### src/rtl/md_unit_if.sv
// Request/response bundle between the execute stage and the multiply/divide unit.
interface md_unit_if;
  logic        start;
  logic [1:0]  op;
  logic [31:0] src1;
  logic [31:0] src2;
  logic        cancel;
  logic        busy;
  logic        done;
  logic [31:0] hi;
  logic [31:0] lo;

  modport master (output start, op, src1, src2, cancel, input busy, done, hi, lo);
  modport slave  (input start, op, src1, src2, cancel, output busy, done, hi, lo);
endinterface

### src/rtl/md_unit.sv
// Iterative MULT/MULTU/DIV/DIVU unit returning {hi, lo}; magnitude datapath with a sign-fix step.
// Optional MD_FAST_MUL_EN: multiplies bypass CALC via a single-cycle 32x32 multiplier.
module md_unit (
  input  logic     clk,
  input  logic     resetn,
  md_unit_if.slave md
);
  localparam int unsigned W  = 32;
  localparam int unsigned W2 = 64;
  localparam int unsigned CW = 5;

  localparam logic [1:0] S_IDLE = 2'd0;
  localparam logic [1:0] S_CALC = 2'd1;
  localparam logic [1:0] S_FIX  = 2'd2;
  localparam logic [1:0] S_DONE = 2'd3;

  logic [1:0]    state, state_nxt;
  logic          op_div, op_sgn, sa, sb;
  logic [W-1:0]  a_mag, b_mag;
  logic [W2-1:0] acc;
  logic [CW-1:0] cnt;
  logic          busy_q, done_q;
  logic [W-1:0]  hi_q, lo_q;

  logic          accept_c, borrow_c;
  logic [W-1:0]  src1_mag_c, src2_mag_c, quo_c, rem_c;
  logic [W:0]    mul_sum_c, rem_sh_c, diff_c;
  logic [W2-1:0] fixed_c;

  // Request acceptance and operand magnitudes
  always_comb begin
    accept_c   = (state == S_IDLE) && !busy_q && md.start && !md.cancel;
    src1_mag_c = (!md.op[0] && md.src1[W-1]) ? W'(-md.src1) : md.src1;
    src2_mag_c = (!md.op[0] && md.src2[W-1]) ? W'(-md.src2) : md.src2;
  end

  // Next-state logic; cancel aborts anything in flight
  always_comb begin
    state_nxt = state;
    case (state)
      S_IDLE: begin
        if (accept_c) begin
`ifdef MD_FAST_MUL_EN
          state_nxt = md.op[1] ? S_CALC : S_FIX;
`else
          state_nxt = S_CALC;
`endif
        end
      end
      S_CALC:  if (cnt == CW'(W - 1)) state_nxt = S_FIX;
      S_FIX:   state_nxt = S_DONE;
      default: state_nxt = S_IDLE;
    endcase
    if (md.cancel && (state != S_IDLE)) state_nxt = S_IDLE;
  end

  always_ff @(posedge clk) begin
    if (!resetn) state <= S_IDLE;
    else         state <= state_nxt;
  end

  // One shift-add / restoring step, plus the final sign correction
  always_comb begin
    mul_sum_c = {1'b0, acc[W2-1:W]} + {1'b0, a_mag & {W{b_mag[cnt]}}};
    rem_sh_c  = {acc[W2-1:W], a_mag[CW'(W - 1) - cnt]};
    diff_c    = rem_sh_c - {1'b0, b_mag};
    // A set top bit means the shifted remainder already exceeds any 32-bit divisor
    borrow_c  = !rem_sh_c[W] && diff_c[W];
    quo_c     = acc[W-1:0];
    rem_c     = acc[W2-1:W];
    fixed_c   = acc;
    if (op_div) begin
      // Divide-by-zero keeps the all-ones quotient; remainder negation restores raw src1
      fixed_c[W-1:0]  = (op_sgn && (sa ^ sb) && (b_mag != '0)) ? W'(-quo_c) : quo_c;
      fixed_c[W2-1:W] = (op_sgn && sa) ? W'(-rem_c) : rem_c;
    end else if (op_sgn && (sa ^ sb)) begin
      fixed_c = W2'(-acc);
    end
  end

  // Datapath and registered outputs; hi/lo publish one cycle after the sign fix
  always_ff @(posedge clk) begin
    if (!resetn) begin
      op_div <= 1'b0;
      op_sgn <= 1'b0;
      sa     <= 1'b0;
      sb     <= 1'b0;
      a_mag  <= '0;
      b_mag  <= '0;
      acc    <= '0;
      cnt    <= '0;
      busy_q <= 1'b0;
      done_q <= 1'b0;
      hi_q   <= '0;
      lo_q   <= '0;
    end else begin
      busy_q <= accept_c || ((state != S_IDLE) && !md.cancel);
      done_q <= (state == S_DONE) && !md.cancel;
      case (state)
        S_IDLE: begin
          if (accept_c) begin
            op_div <= md.op[1];
            op_sgn <= !md.op[0];
            sa     <= md.src1[W-1];
            sb     <= md.src2[W-1];
            a_mag  <= src1_mag_c;
            b_mag  <= src2_mag_c;
            cnt    <= '0;
`ifdef MD_FAST_MUL_EN
            acc    <= md.op[1] ? '0 : W2'(src1_mag_c) * W2'(src2_mag_c);
`else
            acc    <= '0;
`endif
          end
        end
        S_CALC: begin
          cnt <= cnt + CW'(1);
          if (op_div) acc <= {(borrow_c ? rem_sh_c[W-1:0] : diff_c[W-1:0]), acc[W-2:0], !borrow_c};
          else        acc <= {mul_sum_c, acc[W-1:1]};
        end
        S_FIX: acc <= fixed_c;
        default: begin
          if (!md.cancel) begin
            hi_q <= acc[W2-1:W];
            lo_q <= acc[W-1:0];
          end
        end
      endcase
    end
  end

  assign md.busy = busy_q;
  assign md.done = done_q;
  assign md.hi   = hi_q;
  assign md.lo   = lo_q;
endmodule
### src/flat_wrapper.sv
// flat-port wrapper written by rule: the top's interface ports become plain ports
module md_unit_flat 
  (clk, resetn, md_start, md_op, md_src1, md_src2, md_cancel, md_busy, md_done, md_hi, md_lo);
  md_unit_if md_i ();
  input  logic clk;
  input  logic resetn;
  input wire logic [$bits(md_i.start)-1:0] md_start;
  input wire logic [$bits(md_i.op)-1:0] md_op;
  input wire logic [$bits(md_i.src1)-1:0] md_src1;
  input wire logic [$bits(md_i.src2)-1:0] md_src2;
  input wire logic [$bits(md_i.cancel)-1:0] md_cancel;
  output wire logic [$bits(md_i.busy)-1:0] md_busy;
  output wire logic [$bits(md_i.done)-1:0] md_done;
  output wire logic [$bits(md_i.hi)-1:0] md_hi;
  output wire logic [$bits(md_i.lo)-1:0] md_lo;
  assign md_i.start = md_start;
  assign md_i.op = md_op;
  assign md_i.src1 = md_src1;
  assign md_i.src2 = md_src2;
  assign md_i.cancel = md_cancel;
  assign md_busy = md_i.busy;
  assign md_done = md_i.done;
  assign md_hi = md_i.hi;
  assign md_lo = md_i.lo;
  md_unit u_core (.clk(clk), .resetn(resetn), .md(md_i));
endmodule
### config.mk
export PLATFORM = sky130hd
export DESIGN_NAME = md_unit_flat
export DESIGN_NICKNAME = d
export VERILOG_FILES = /design/src/rtl/md_unit_if.sv /design/src/rtl/md_unit.sv /design/src/flat_wrapper.sv
export SDC_FILE = /design/constraint.sdc
export NUM_CORES = 1
export LEC_CHECK = 0
export CAP_MARGIN = 20
export CORE_MARGIN = 3
export CORE_UTILIZATION = 60
export DETAILED_ROUTE_END_ITERATION = 10
export GPL_TIMING_DRIVEN = 1
export MAX_ROUTING_LAYER = met4
export PLACE_DENSITY = 0.82
export SKIP_LAST_GASP = 1
export SLEW_MARGIN = 10
export SYNTH_ARGS = -nofsm -noshare
export SYNTH_HDL_FRONTEND = slang
export SYNTH_SLANG_ARGS = --single-unit
### constraint.sdc
create_clock -name clk -period 7.4 [get_ports clk]
set_input_delay 1.48 -clock clk [delete_from_list [all_inputs] [get_ports clk]]
set_output_delay 1.48 -clock clk [all_outputs]
set_load 0.02 [all_outputs]
Yosys cells after proc, flatten, opt, wreduce, memory -nomap -nowiden
Index checks and enable logic that the tools add are counted.
{ "word_totals": {"wordCells": 89, "in_bits": 70, "ff_bits": 205, "output_inout_bits": 66} }
{ "op_classes": {"order_cmp": 2, "n_eq_ne": 9, "reduce_logical": 31, "n_bitwise": 5, "mux": 19, "addsub": 9} }
{ "ops": {"columns": ["cell", "n"], "rows": [
  ["$mux 64", 4],
  ["$pmux 64 s3", 1],
  ["$mux 32", 5],
  ["$neg 32->32", 4],
  ["$neg 64->64", 1],
  ["$add 32x32->33", 1],
  ["$sub 33x32->33", 1],
  ["$and 32x32->32", 1],
  ["$reduce_bool 32->1", 1],
  ["$logic_and 1x1->1", 12],
  ["$lt 5x6->1 const B", 2],
  ["$bmux 1 s5", 2],
  ["$pmux 5 s2", 1],
  ["$reduce_and 2->1", 4],
  ["$reduce_and 4->1", 2],
  ["$ne 3x3->1 const B", 2],
  ["$pmux 2 s3", 1],
  ["$add 5x1->5 const B", 1],
  ["$eq 5x5->1 const B", 1],
  ["$logic_not 1->1", 5],
  ["$mux 5", 1],
  ["$sub 5x5->5 const A", 1],
  ["$eq 2x2->1 const B", 2],
  ["$mux 2", 2],
  ["12 further kinds", 17]
]} }

Depth between registers and ports, before layout
Gate-level depths: netlist (run 1).
{ "logic_depth": {"depth_word": 8, "ltp_mapped": 19, "depth_no_buf": 16} }

Worst setup path before layout (run 1)
OpenSTA, ideal clock, no wires.
{ "synth_timing": {"path_type": "reg-to-reg", "start": "register u_core.cnt[0]", "end": "register u_core.acc[51]", "n_path_buf": 3, "stages_incl_launch_ff": 19, "period_less_slack_ns": 5.423, "required_ns": 7.283, "slack_ns": 1.977, "arrival_time_ns": 5.306, "setup_ns": 0.117, "cell_sequence": "dfxtp_1 clkbuf_1 clkbuf_1 mux4_2 mux4_2 mux2i_1 ha_1 inv_1 fa_1 a211oi_1 o21a_1 a21oi_1 a221o_1 a31oi_1 o21ai_1 or2_2 clkbuf_1 o221a_2 a22o_1"} }
{ "synth_via": {"elab_chain_cells": 8, "word_cells_on_any_way": 12, "cone_classes": "3 x add/sub; 7 x mux; 1 x bitwise; 1 x reduce/logical"} }
{ "synth_lines": {"columns": ["element", "line", "text"], "rows": [
  ["from (decl)", "md_unit.sv:21", "logic [CW-1:0] cnt;"],
  ["from (signal assigned)", "md_unit.sv:117", "cnt <= cnt + CW'(1);"],
  ["$sub 5x5->5", "md_unit.sv:65", "rem_sh_c = {acc[W2-1:W], a_mag[CW'(W - 1) - cnt]};"],
  ["$bmux 1 s5", "md_unit.sv:65", null],
  ["$mux 1 (implied by the code)", "md_unit.sv:65", null],
  ["$sub 33x32->33", "md_unit.sv:66", "diff_c = rem_sh_c - {1'b0, b_mag};"],
  ["$logic_and 1x1->1", "md_unit.sv:68", "borrow_c = !rem_sh_c[W] && diff_c[W];"],
  ["$mux 32", "md_unit.sv:118", "if (op_div) acc <= {(borrow_c ? rem_sh_c[W-1:0] : diff_c[W-1:0]), acc[W-2:0], !borrow_c};"],
  ["$mux 64 *", "md_unit.sv:118", null],
  ["$pmux 64 s3 *", "md_unit.sv:99", "case (state)"],
  ["to (signal assigned)", "md_unit.sv:118", null],
  ["to (signal assigned)", "md_unit.sv:119", "else acc <= {mul_sum_c, acc[W-1:1]};"],
  ["to (signal assigned)", "md_unit.sv:121", "S_FIX: acc <= fixed_c;"],
  ["to (decl)", "md_unit.sv:20", "logic [W2-1:0] acc;"]
]} }
Every way passes the cells marked *; elsewhere a longest branch is shown, timed or not. The select of a mux whose other input is x is not followed.
A chain may end at the register's enable or synchronous reset.

Worst setup path in the final report (run 1)
Same ends and word-level chain as after synthesis.

==> metrics, run 1 <==
Yosys top cell area share=26.18%; Worst VDD drop=0.1918 mV; core region area=25,400 um^2; vias in the first global route=14,430; number of flops mapped to enable cells by yosys=0; die width=167.6 um; Initial Utilization=61.72%; TritonCTS Sinks=205; die height=167.6 um; Crit-path slowest cell=dfxtp_1; min-delay src=u_core.md.lo[28]; status=complete, no violations; Final Util=70.66%; Clock Latency Late Sink=0.54 ns; Non-Filler Instances=2,445; # IOs=136; Synth cell types=79; Top Family by Delay on Critical Path=compound AO/OA/AOI/OAI gates; total number of vias=15,783; drc violations=0; sequential element share of the synthesized area=26.18%; largest net degree at the start of global routing=109; GPL Wtd Cong=1.106; H-tree depth=1; area grow syn2layout=14.47%; ys flop type=dfxtp_1; Vias/cell=6.455; most common cell after layout, fill and taps aside=nand2_1; Post-CTS Setup Inserts=0; Initial DRC Count=1,581; crit-path cells=buf_4 > mux4_2 > mux4_2 > mux2i_1 > ha_1 > inv_1 > fa_1 > a211oi_1 > o21a_1 > a21oi_1 > a221o_1 > a31oi_1 > o21ai_2 > buf_4 > or2_2 > o221a_2 > a22o_1; setup TNS=0 ns; port bufs=135; Slew Viols, Final=0; layout cells sized above 1=6.667%; FMAX=0.1650 GHz; ANT cells=0; Setup CP Type=register to register; gr ovfl total=0; CTS tree=yes; Clock Skew=0.02263 ns; Die ar.=28,100 um^2; Avg Inst Size Synth=7.659 um^2; clock root cell=clkbuf_16; reg2reg start=u_core.cnt[0]; max cap viols=0; Worst-Margin Slew=1.031 ns; CTS resizes=0; power density over cell area=201.8 nW/um^2; Worst Path Max Fanout=24; Routed WL per cell=20.63 um; Finish-stage setup viols=0; Final Hold Viols=0; Startpoint Class=register; crit path capture type=register; Inst Count DP=2,401; global-route wire length before repair=79,100 um; minimum clock period after layout=6.061 ns; ys async rst share=0%; initial antenna violation count=0; Critical Path RT=7.83 ns; Max-slew headroom=31.16%; syn_nets=2,194; synthesis-stage register bit count=205; final WL=50,440 um; unrepaired setup endpoints after global routing=false; min-delay worst type=register to register; post-synthesis cell count=2,047; Crit. Startpoint=u_core.cnt[0]; number of hold buffers added after CTS=0; leakage=0.007313 uW; Ys Warns=0; Crit path largest cell delay=0.68 ns; CTS Buf Count=24; CP bufs+invs=3; r2r setup slk=1.34 ns; row count=58; fin crit share=81.90%; Worst EP arrival=6.49 ns; router iterations before antenna repair=6; Max clock buf depth=3; DRT antenna net count=0; Cell Area, Synth=15,680 um^2; most frequent cells in the layout=nand2_1, dfxtp_1, o21ai_0; top cells by area, synth=dfxtp_1, nand2_1, ha_1, o21ai_0, a21oi_1; # nets final=2,245; clock-pin slew on the worst setup and hold paths=0.06 ns; post-synth top area cell=dfxtp_1; post-DP HPWL=37,520 um; GRT Overall Usage=35.44%
[flip-flops by register name, summed over array words and instances (netlist names), 2 cells and up]
name	cells
u_core.md.lo	32
u_core.a_mag	32
u_core.state	2
u_core.b_mag	32
u_core.cnt	5
u_core.md.hi	32
u_core.acc	64
[worst paths after layout]
path | cells past startpoint | to
max | 17 | u_core.acc[51]
max reg2reg | 17 | u_core.acc[51]
min | 2 | u_core.md.lo[28]
min reg2reg | 2 | u_core.md.lo[28]
[worst min-delay path, cell delays in order, from the launching register on]
cell	delay, ns
dfxtp_1	0.30
nand2_1	0.04
a21boi_0	0.06
[Yosys cell counts, types with 10 or more instances]
cell / count
nand2b_1: 15
dfxtp_1: 205
o22ai_1: 10
or4_1: 17
clkbuf_1: 117
a22oi_1: 11
nor3_1: 59
mux2i_1: 13
nand4_1: 12
inv_1: 78
o21ai_0: 153
or3_1: 20
nor4_1: 24
o21a_1: 13
nor2_1: 91
a21o_1: 26
nor2b_1: 53
and2_1: 35
o211a_1: 53
nand2_1: 333
a31oi_1: 18
o31ai_1: 20
o221ai_1: 12
ha_1: 75
a21oi_1: 123
or2_2: 10
a32oi_1: 15
nand3_1: 31
xnor2_1: 67
mux2_2: 22
o31a_1: 11
xor2_1: 48
mux4_2: 20
and3_1: 15
a21boi_0: 74
a211oi_1: 14
o211ai_1: 18
buf_1: 12
[report_power, final]
part           switching, uW  internal (uW)  total, uW
registers               74.0           1180       1250
clock network            503            711       1210
logic                    733            425       1160
total                   1310           2310       3620
[through the flow]
step | setup slack, ns | total power, uW | cell area (um^2) | hold slack (ns)
6_report | 1.340 | 3622 | 17950 | 0.4610
3_3_place_gp | 1.531 | 2386 | 17110 | 0.4516
4_1_cts | 1.370 | 3604 | 17930 | 0.4661
2_1_floorplan | 1.977 | 2049 | 15680 | 0.4488
5_1_grt | 1.021 | 3777 | 17950 | 0.4838
3_5_place_dp | 1.389 | 2404 | 17110 | 0.4579
[layer usage]
metal | routed length, um | global-route usage, % | up-vias
met1 | 21270 | 47.30 | 7273
met4 | 2477 | 14.59 | 0
li1 | - | - | 7521
met5 | 0 | - | -
met2 | 22060 | 53.96 | 840
met3 | 4630 | 5.453 | 149
[cell type report]
type                            instances  area [um^2]
Clock buffer                           30        663.1
Tap cell                              330        412.9
Sequential cell                       205         4105
Timing Repair Buffer                  160         1549
Clock inverter                         13        150.1
Fill cell                            2114         7453
Inverter                               79        296.5
Multi-Input combinational cell       1628        10770
[logic make-up after synthesis]
family          after synthesis  synth area share, %
compound gates              639                27.72
xor+xnor                    115                6.425
fa+ha+maj                    77                6.241
buf+inv                     214                5.251
flops                       205                26.18
mux                          55                5.283
simple gates                742                22.91
Power figures use the tool's default switching activity.
==> inputs of run 2 (changes only) <==
- clock period: 7.4 -> 6.2 ns (I/O delays scaled with it)
==> run 2 against run 1 <==
  * Hold slack is essentially flat
  * Clock skew shrank 0.0095 ns
  * Sequential share of layout area is 0.064 points higher
  * Sequential cell count unchanged
  * Critical endpoint is now u_core.acc[38]
  * Design area fell by 0.28%
  * Clock power grew 16%
  * Highest routed layer unchanged
  * Largest power group unchanged
  * Fmax rose by 12%
==> metrics, run 2 (synthesis gave the netlist of run 1 again) <==
CP bufs+invs=3; Finish-stage setup viols=0; gr ovfl total=0; Worst EP arrival=5.82 ns; drc violations=0; clock-pin slew on the worst setup and hold paths=0.06 ns; Setup CP Type=register to register; GR peak layer=met2; Max-slew headroom=29.78%; Clock Skew=0.01316 ns; largest net degree at the start of global routing=90; Worst-Margin Slew=1.051 ns; initial antenna violation count=1; H-tree depth=1; # nets final=2,242; Sw Ratio=35.64%; Fill cells=2,072; Final Cell Area=17,900 um^2; CTS Buf Count=23; r2r setup slk=0.78 ns; port bufs=135; # IOs=136; most frequent cells in the layout=nand2_1, dfxtp_1, o21ai_0; max cap viols=0; number of hold buffers added after CTS=0; FMAX=0.1844 GHz; status=complete, no violations; setup TNS=0 ns; core region area=25,400 um^2; Critical Path RT=6.60 ns; most common cell after layout, fill and taps aside=nand2_1; Startpoint Class=register; CTS tree=yes; Comb pwr share=32.5%; min-delay worst type=register to register; GPL Wtd Cong=1.027; row count=58; GRT Overall Usage=34.89%; leakage=0.007290 uW; met3 GRT Util=4.816%; Routed WL per cell=20.38 um; post-DP HPWL=36,900 um; clock group share of total power=32.8%; Critical Path Sink=u_core.acc[38]; router iterations before antenna repair=6; worst hold slack=0.4607 ns; reg2reg start=u_core.cnt[0]; Final Hold Viols=0; crit path capture type=register; vias in the first global route=14,627; layout cells sized above 1=6.345%; TritonCTS Sinks=205; Crit path largest cell delay=0.54 ns; DRT antenna net count=0; CTS resizes=0; GR Util met2=53.35%; total number of vias=15,774; Worst VDD drop=0.2526 mV; Crit. Startpoint=u_core.cnt[0]; final WL=49,780 um; area grow syn2layout=14.15%; power density over cell area=239.1 nW/um^2; Crit-path slowest cell=mux4_2; clock root cell=clkbuf_16; Initial Utilization=61.72%; met1 usage in global routing=48.10%; Sequential Power Share=34.7%; Initial DRC Count=1,660; Vias/cell=6.457; Largest Register=u_core.acc; Clock Latency Late Sink=0.52 ns; fin crit share=87.45%; Pint=2753 uW; minimum clock period after layout=5.422 ns; Die ar.=28,100 um^2; Levels on crit path=17; die height=167.6 um; worst r2r dst=u_core.acc[38]; P_sw=1525 uW; Post-Place Cell Area=17,090 um^2; unrepaired setup endpoints after global routing=false; die width=167.6 um; Largest register FFs=64; Top Family by Delay on Critical Path=compound AO/OA/AOI/OAI gates; Post-CTS Setup Inserts=0; R2R depth=17; Max clock buf depth=3; Slew Viols, Final=0; global-route wire length before repair=78,800 um; Worst Path Max Fanout=38; crit-path cells=buf_4 > mux4_2 > mux4_2 > mux2i_1 > ha_1 > inv_1 > fa_1 > a211oi_1 > o21a_1 > a21oi_1 > a221o_1 > a31oi_1 > o21ai_2 > buf_4 > o211ai_1 > o21ai_0 > a221o_1
## run 2: cell types whose count changed in the layout (fill, tap and decap cells not counted), sizes merged
cell,previous run,this run
buf,26,24
inv,79,80
clkbuf,30,35
diode,0,1
clkinv,7,3
clkinvlp,4,1
## run 2: power by group through the flow
| stage | Clock, uW | Sequential (uW) | Combinational (uW) |
|---|---|---|---|
| finish | 1400 | 1490 | 1390 |
| global route | 1470 | 1490 | 1500 |
| CTS | 1410 | 1480 | 1350 |
| global placement | 0 | 1510 | 1330 |
| floorplan | 0 | 1480 | 968 |
| detailed placement | 0 | 1510 | 1340 |
## run 2: metrics by stage
| step | utilization [%] | power, uW | instances | worst slack, ns |
|---|---|---|---|---|
| after floorplan | - | 2445 | 2047 | 0.7768 |
| after detailed placement | 67.29 | 2854 | 2398 | 0.8074 |
| after global routing | 70.46 | 4458 | 2443 | 0.4420 |
| after CTS | 70.34 | 4245 | 2440 | 0.7949 |
| final | 70.46 | 4279 | 2443 | 0.7783 |
| after global placement | 67.29 | 2838 | 2398 | 0.9041 |
## run 2: how the worst min path moves through the flow
stage | start | end | slack [ns] | cells past startpoint
floorplan | u_core.a_mag[0] | u_core.a_mag[0] | 0.45 | 2
global placement | u_core.md.lo[13] | u_core.md.lo[13] | 0.45 | 2
detailed placement | u_core.md.hi[23] | u_core.md.hi[23] | 0.46 | 2
CTS | u_core.md.hi[23] | u_core.md.hi[23] | 0.46 | 2
global route | u_core.md.hi[9] | u_core.md.hi[9] | 0.49 | 2
finish | u_core.md.hi[23] | u_core.md.hi[23] | 0.46 | 2
## run 2: area by class of cell
| type | count | area [um^2] | share of cell area [%] |
|---|---|---|---|
| multi-input combinational | 1628 | 10770 | 60.18 |
| antenna | 1 | 2.502 | 0.01398 |
| clock inverter | 7 | 95.09 | 0.5314 |
| clock buffer | 35 | 680.7 | 3.803 |
| timing repair buffer | 158 | 1534 | 8.572 |
| sequential | 205 | 4105 | 22.94 |
| tap | 330 | 412.9 | 2.307 |
| inverter | 79 | 296.5 | 1.657 |
## run 2: metal layers
metal / part of all wire (%) / up-vias
met4: 3.2 / 0
met2: 44 / 797
met3: 9.6 / 127
li1: - / 7493
met1: 43 / 7357
met5: 0 / -
## run 2: tightest hold or removal path, delay by kind of cell (launching register included)
family,cells,cell delay [ns]
and+or+nand+nor,1,0.04
AOI/OAI and AO/OA,1,0.06
DFF,1,0.30
